--- src/rtl/au_pkg.sv ---
// Shared constants, opcodes, FSM state type and saturation helper for the AU executor.
// Optional divider is selected with the AU_DIV_EN macro.
package au_pkg;

    localparam int unsigned DATA_W   = 16;
    localparam int unsigned FRAC_W   = 8;
    localparam int unsigned REG_N    = 32;
    localparam int unsigned DIV_ITER = 24;

    localparam logic [1:0] OP_ADD = 2'b00;
    localparam logic [1:0] OP_SUB = 2'b01;
    localparam logic [1:0] OP_MUL = 2'b10;
    localparam logic [1:0] OP_DIV = 2'b11;

    typedef enum logic [1:0] {
        ST_IDLE = 2'd0,
        ST_EXEC = 2'd1,
        ST_DONE = 2'd2
    } au_state_t;

    // Clamp a wide signed intermediate into the signed 16-bit Q8.8 range.
    function automatic logic [DATA_W-1:0] sat16(input logic signed [33:0] v);
        if (v > 34'sd32767) begin
            return 16'h7FFF;
        end else if (v < -34'sd32768) begin
            return 16'h8000;
        end else begin
            return v[DATA_W-1:0];
        end
    endfunction

endpackage

--- src/rtl/au_divider.sv ---
// Iterative 24-step restoring divider: (dividend<<8)/divisor on magnitudes.
// Present only when AU_DIV_EN is defined.
`ifdef AU_DIV_EN
module au_divider
    import au_pkg::*;
(
    input  logic                     clk,
    input  logic                     rst,
    input  logic                     start,
    input  logic [DATA_W-1:0]        dividend,
    input  logic [DATA_W-1:0]        divisor,
    output logic                     done,
    output logic [DATA_W+FRAC_W-1:0] quotient
);

    logic                     running;
    logic [4:0]               cnt;
    logic [DATA_W-1:0]        rem;
    logic [DATA_W-1:0]        dsr;
    logic [DATA_W+FRAC_W-1:0] dvd;

    logic [DATA_W:0]          shift;
    logic                     ge;
    logic [DATA_W-1:0]        rem_n;
    logic [DATA_W+FRAC_W-1:0] dvd_n;

    // Quotient bits are shifted into the dividend register as its bits drain out.
    always_comb begin
        shift = {rem, dvd[DATA_W+FRAC_W-1]};
        ge    = shift >= {1'b0, dsr};
        rem_n = ge ? 16'(shift - {1'b0, dsr}) : shift[DATA_W-1:0];
        dvd_n = {dvd[DATA_W+FRAC_W-2:0], ge};
    end

    // done flags the edge that performs the final step; quotient is that step's result.
    assign done     = running && (cnt == 5'(DIV_ITER - 1));
    assign quotient = dvd_n;

    always_ff @(posedge clk or posedge rst) begin
        if (rst) begin
            running <= 1'b0;
            cnt     <= '0;
            rem     <= '0;
            dsr     <= '0;
            dvd     <= '0;
        end else if (start) begin
            running <= 1'b1;
            cnt     <= '0;
            rem     <= '0;
            dsr     <= divisor;
            dvd     <= {dividend, {FRAC_W{1'b0}}};
        end else if (running) begin
            rem     <= rem_n;
            dvd     <= dvd_n;
            cnt     <= cnt + 5'd1;
            if (done) begin
                running <= 1'b0;
            end
        end
    end

endmodule
`endif

--- src/rtl/au_executor.sv ---
// Arithmetic unit executor: 32x16 Q8.8 register file, ADD/SUB/MUL/DIV with saturation.
// AU_DIV_EN includes the iterative divider; without it DIV flags div_zero and returns 0.
module au_executor
    import au_pkg::*;
(
    input  logic              clk,
    input  logic              rst,
    input  logic [4:0]        ctl_a,
    input  logic [4:0]        ctl_b,
    input  logic [1:0]        ctl_c,
    input  logic [1:0]        ctl_d,
    input  logic              ctl_e,
    input  logic              ctl_f,
    output logic              continue_o,
    output logic              busy,
    output logic [15:0]       result,
    output logic              div_zero,
    output logic              start_drop,
    input  logic              host_we,
    input  logic [4:0]        host_waddr,
    input  logic [15:0]       host_wdata,
    input  logic [4:0]        host_raddr,
    output logic [15:0]       host_rdata
);

    logic [DATA_W-1:0] regs [REG_N];
    au_state_t         state;
    logic [DATA_W-1:0] op_a, op_b;
    logic [1:0]        op_d;
    logic              op_f;
    logic [4:0]        op_dst;

    logic              start_ok, complete, dz, wb_ok, wb;
    logic signed [33:0] a_x, b_x;
    logic [DATA_W-1:0] alu_res, div_res;
    logic              dbg_unused;

    assign dbg_unused = ^ctl_c;
    assign start_ok   = (state == ST_IDLE) && ctl_e;
    assign busy       = (state != ST_IDLE);

`ifdef AU_DIV_EN
    logic                     div_done;
    logic [DATA_W+FRAC_W-1:0] div_q;
    logic [DATA_W-1:0]        rd_a, rd_b;
    logic signed [33:0]       q_x;

    assign rd_a = regs[ctl_a];
    assign rd_b = regs[ctl_b];

    au_divider u_div (
        .clk      (clk),
        .rst      (rst),
        .start    (start_ok && (ctl_d == OP_DIV)),
        .dividend (rd_a[DATA_W-1] ? 16'(-rd_a) : rd_a),
        .divisor  (rd_b[DATA_W-1] ? 16'(-rd_b) : rd_b),
        .done     (div_done),
        .quotient (div_q)
    );

    always_comb begin
        q_x      = $signed({10'b0, div_q});
        dz       = (op_b == '0);
        div_res  = dz ? (op_a[DATA_W-1] ? 16'h8000 : 16'h7FFF)
                      : sat16((op_a[DATA_W-1] ^ op_b[DATA_W-1]) ? -q_x : q_x);
        complete = (state == ST_EXEC) && ((op_d != OP_DIV) || div_done);
        wb_ok    = op_f;
    end
`else
    always_comb begin
        dz       = 1'b1;
        div_res  = '0;
        complete = (state == ST_EXEC);
        wb_ok    = op_f && (op_d != OP_DIV);
    end
`endif

    always_comb begin
        a_x     = $signed({{18{op_a[DATA_W-1]}}, op_a});
        b_x     = $signed({{18{op_b[DATA_W-1]}}, op_b});
        alu_res = '0;
        case (op_d)
            OP_ADD:  alu_res = sat16(a_x + b_x);
            OP_SUB:  alu_res = sat16(a_x - b_x);
            OP_MUL:  alu_res = sat16((a_x * b_x) >>> FRAC_W);
            default: alu_res = div_res;
        endcase
    end

    assign wb = complete && wb_ok;

    always_ff @(posedge clk or posedge rst) begin
        if (rst) begin
            state      <= ST_IDLE;
            op_a       <= '0;
            op_b       <= '0;
            op_d       <= '0;
            op_f       <= 1'b0;
            op_dst     <= '0;
            continue_o <= 1'b0;
            result     <= '0;
            div_zero   <= 1'b0;
            start_drop <= 1'b0;
            host_rdata <= '0;
            for (int unsigned i = 0; i < REG_N; i++) begin
                regs[i] <= '0;
            end
        end else begin
            continue_o <= complete;
            host_rdata <= regs[host_raddr];
            if (ctl_e && (state != ST_IDLE)) begin
                start_drop <= 1'b1;
            end
            // Single write port: the AU writeback wins and a coincident host write is lost.
            if (wb) begin
                regs[op_dst] <= alu_res;
            end else if (host_we) begin
                regs[host_waddr] <= host_wdata;
            end
            case (state)
                ST_IDLE: begin
                    if (ctl_e) begin
                        op_a   <= regs[ctl_a];
                        op_b   <= regs[ctl_b];
                        op_d   <= ctl_d;
                        op_f   <= ctl_f;
                        op_dst <= ctl_a;
                        state  <= ST_EXEC;
                    end
                end
                ST_EXEC: begin
                    if (complete) begin
                        result <= alu_res;
                        if ((op_d == OP_DIV) && dz) begin
                            div_zero <= 1'b1;
                        end
                        state <= ST_DONE;
                    end
                end
                default: state <= ST_IDLE;
            endcase
        end
    end

endmodule

--- config.mk ---
export PLATFORM = sky130hd
export DESIGN_NAME = au_executor
export DESIGN_NICKNAME = d
export VERILOG_FILES = /design/src/rtl/au_pkg.sv /design/src/rtl/au_divider.sv /design/src/rtl/au_executor.sv
export SDC_FILE = /design/constraint.sdc
export NUM_CORES = 2
export LEC_CHECK = 0
export CAP_MARGIN = 0
export CORE_AREA = 2 2 291 293
export CTS_CLUSTER_SIZE = 8
export DETAILED_ROUTE_END_ITERATION = 16
export DIE_AREA = 0 0 293 295
export GPL_TIMING_DRIVEN = 0
export PLACE_DENSITY = 0.76
export SYNTH_ARGS = -nofsm -noshare
export SYNTH_HDL_FRONTEND = slang
export SYNTH_SLANG_ARGS = --single-unit
--- constraint.sdc ---
create_clock -name clk -period 21.5 [get_ports clk]
set_clock_uncertainty 0.05 [all_clocks]
set_input_delay 5.375 -clock clk [delete_from_list [all_inputs] [get_ports clk]]
set_output_delay 5.375 -clock clk [all_outputs]
set_load 0.05 [all_outputs]
==> results.py <==
metrics = {
    "outcome": {
        "violations": "capacitance limit, slew limit",
        "status": "complete, but fails checks",
    },
    "clock_tree": {
        "cts_tree": "built",
        "h-tree-depth": 3,
        "postCtsSetupRepairBufs": 0,
        "cts_hold_buffers": 0,
        "cts_resized": 0,
        "cts_buffer_depth": 3,
        "cts_sinks": 589,
        "clkTransAtPathRegs_ns": 0.05,
        "cts_inserted_buffers": 83,
        "cts.root.buffer_cell": "clkbuf_16",
        "clk_latency_ns": 0.67,
    },
    "sta": {
        "relSlewSlack_pct": -7.04,
        "rsz0062_at_grt": "false",
        "worst_slew_pin_slew_ns": 1.60,
        "hold_viol": 0,
        "period_needed_ns": 9.83,
        "hold_ws_ns": 0.412,
        "maxSlewViolCount": 17,
        "setup_violations": 0,
        "post-route-period-util_pct": 45.7,
        "max_freq_ghz": 0.102,
        "fin_tns_setup_ns": 0,
    },
    "cells_and_area": {
        "regArea_sq_um": 14700,
        "final_cell_mix": "nand2_1 (663), dfrtp_1 (589), mux4_2 (481)",
        "drive_gt1_share_pct": 16.2,
        "fill_cells": 6618,
        "multi_input_area_sq_um": 30500,
        "mostFrequentLayoutCell": "nand2_1",
        "area_growth_pct": 9.64,
        "nets": 4869,
    },
    "synthesis": {
        "yosysTopAreaCellShare_pct": 30.7,
        "synth-seq-cells": 589,
        "synth_area_leaders": "dfrtp_1 (31%), mux4_2 (23%), fa_1 (11%)",
        "synth_edf_count": 0,
        "ys_types": 96,
        "yosys_warnings": 0,
        "syn_area_per_cell_sq_um": 11.2,
        "synth_area_leader_cell": "dfrtp_1",
        "syn_area_sq_um": 48100,
        "synth_nets": 4703,
        "syn-instance-count": 4283,
        "yosysSeqAreaShare_pct": 30.7,
        "synth_top_flop_cell": "dfrtp_1",
        "async_flop_share_pct": 100,
    },
    "critical_path": {
        "path_class": "reg2reg",
        "r2r_slack_ns": 11.67,
        "rr_startpoint": "op_a[10]",
        "worstSetupStartpoint": "op_a[10]",
        "r2r_cells": 23,
        "crit_arrival_ns": 10.25,
        "cp.required_ns": 21.92,
        "critPathLaunchType": "register",
        "worstSetupEndpointType": "register",
        "crit_fanout": 10,
        "r2r-end": "regs[188]",
    },
    "placed_design": {
        "gp_congestion": 1.06,
        "io_buffer_count": 62,
        "dp_hpwl_microns": 154000,
    },
    "worst_hold_path": {
        "hp-start": "div_zero",
        "min_path_type": "reg2reg",
        "worstHoldEndpoint": "div_zero",
        "holdPathStages": 1,
    },
    "floorplan": {
        "core-area_sq_um": 83200,
        "die_x_microns": 293,
        "start_util_pct": 57.8,
        "row_count": 106,
        "ios": 81,
        "die-area_sq_um": 86400,
        "fp.dieH_microns": 295,
    },
    "routing": {
        "drt-total-wl_microns": 204000,
        "initialDrtViolationCount": 7415,
        "vias": 43700,
        "ant_nets": 0,
        "post-route-drc-count": 0,
        "wl_per_cell_microns": 36.9,
        "drt_first_pass_iters": 7,
        "viasPerCell": 7.88,
    },
    "global_route": {
        "grt-ovfl-total": 0,
        "grt_max_degree": 43,
        "grt_util_all_layers_pct": 47.8,
        "grt_pass1_vias": 43200,
        "antenna_found_initial": 11,
        "grt_first_pass_wirelength_microns": 295000,
    },
    "job": {
        "cap_violations": 3,
    },
}
through the flow:
stage          utilization, %  instances  instance area (sq um)  worst slack [ns]
6_report                 63.4       5540                  52700             11.67
5_1_grt                  63.3       5536                  52700             11.38
4_1_cts                  63.3       5536                  52700             11.80
3_5_place_dp             60.6       5444                  50400             11.85
3_3_place_gp             60.2       5425                  50000              4.10
2_1_floorplan               -       4283                  48100              8.05
flip-flops by register name, summed over array words and instances (netlist names), 2 cells and up:
| name | flops |
|---|---|
| regs | 512 |
| host_rdata | 16 |
| op_a | 16 |
| op_b | 16 |
| result | 16 |
| op_dst | 5 |
| op_d | 2 |
| state | 2 |
logic make-up after synthesis:
| kind of cell | share of synthesized area, % |
|---|---|
| buffers and inverters | 5.88 |
| AND/OR/NAND/NOR | 9.75 |
| multiplexers | 23.8 |
| AO/OA/AOI/OAI | 15.4 |
| flip-flops | 30.7 |
| XOR/XNOR | 0.633 |
| adder cells (fa/ha/maj) | 13.9 |
layer usage:
layer | track usage (%) | part of all wire (%) | up-vias | routed length [microns]
met5 | 0 | 0.021 | - | 43
met4 | 40.0 | 11 | 6 | 22300
met3 | 18.3 | 15 | 1154 | 30400
met2 | 69.0 | 42 | 4224 | 86700
met1 | 57.0 | 32 | 21800 | 65000
li1 | - | - | 16500 | -
worst max-delay path by stage:
stage,end,slack [ns],depth (start not counted)
after floorplan,continue_o,8.05,1
after global placement,regs[371],4.10,2
after detailed placement,regs[299],11.85,23
after CTS,regs[299],11.80,23
after global routing,regs[188],11.38,24
final,regs[188],11.67,23
critical path: stages (launching register included):
cell,delay (ns)
dfrtp_1,0.70
clkbuf_1,0.58
nand2_1,0.19
fa_1,0.54
fa_1,0.60
fa_1,0.46
fa_1,0.57
inv_1,0.06
fa_1,0.49
inv_1,0.05
fa_1,0.48
inv_1,0.05
ha_1,0.42
and4_4,0.22
a221o_1,0.32
nor3_2,0.55
a21oi_2,0.24
or4_4,0.57
a2111oi_4,0.51
nand2_1,0.17
a21oi_2,0.36
o211a_1,0.80
buf_2,0.44
o221ai_1,0.20
final cells by class:
type,instances,area share [%]
Antenna cell,4,0.0190
Tap cell,1080,2.56
Sequential cell,589,28.0
Inverter,339,2.42
Clock inverter,5,0.199
Buffer,393,2.97
Clock buffer,87,4.07
Timing Repair Buffer,81,1.86
Multi-Input combinational cell,2962,57.9
cell usage after synthesis, types with 22 or more instances:
library cell  instances
nand3_1              44
a21oi_1             109
inv_1               337
a22oi_1              34
nor3_1               22
dfrtp_1             589
mux2i_1              33
mux4_2              481
buf_1                51
buf_2                42
o221ai_1            418
mux2_2               25
o211ai_1             23
nand2b_1             23
nor2_1              127
clkbuf_1            296
and2_1              107
o21ai_0             105
nand2_1             663
o21ai_1              27
fa_1                263
a32oi_1              62
ha_1                112
Power is left out: the tool's default activity adds up to more than one toggle a clock period on the data nets, which glitch-free logic cannot reach.
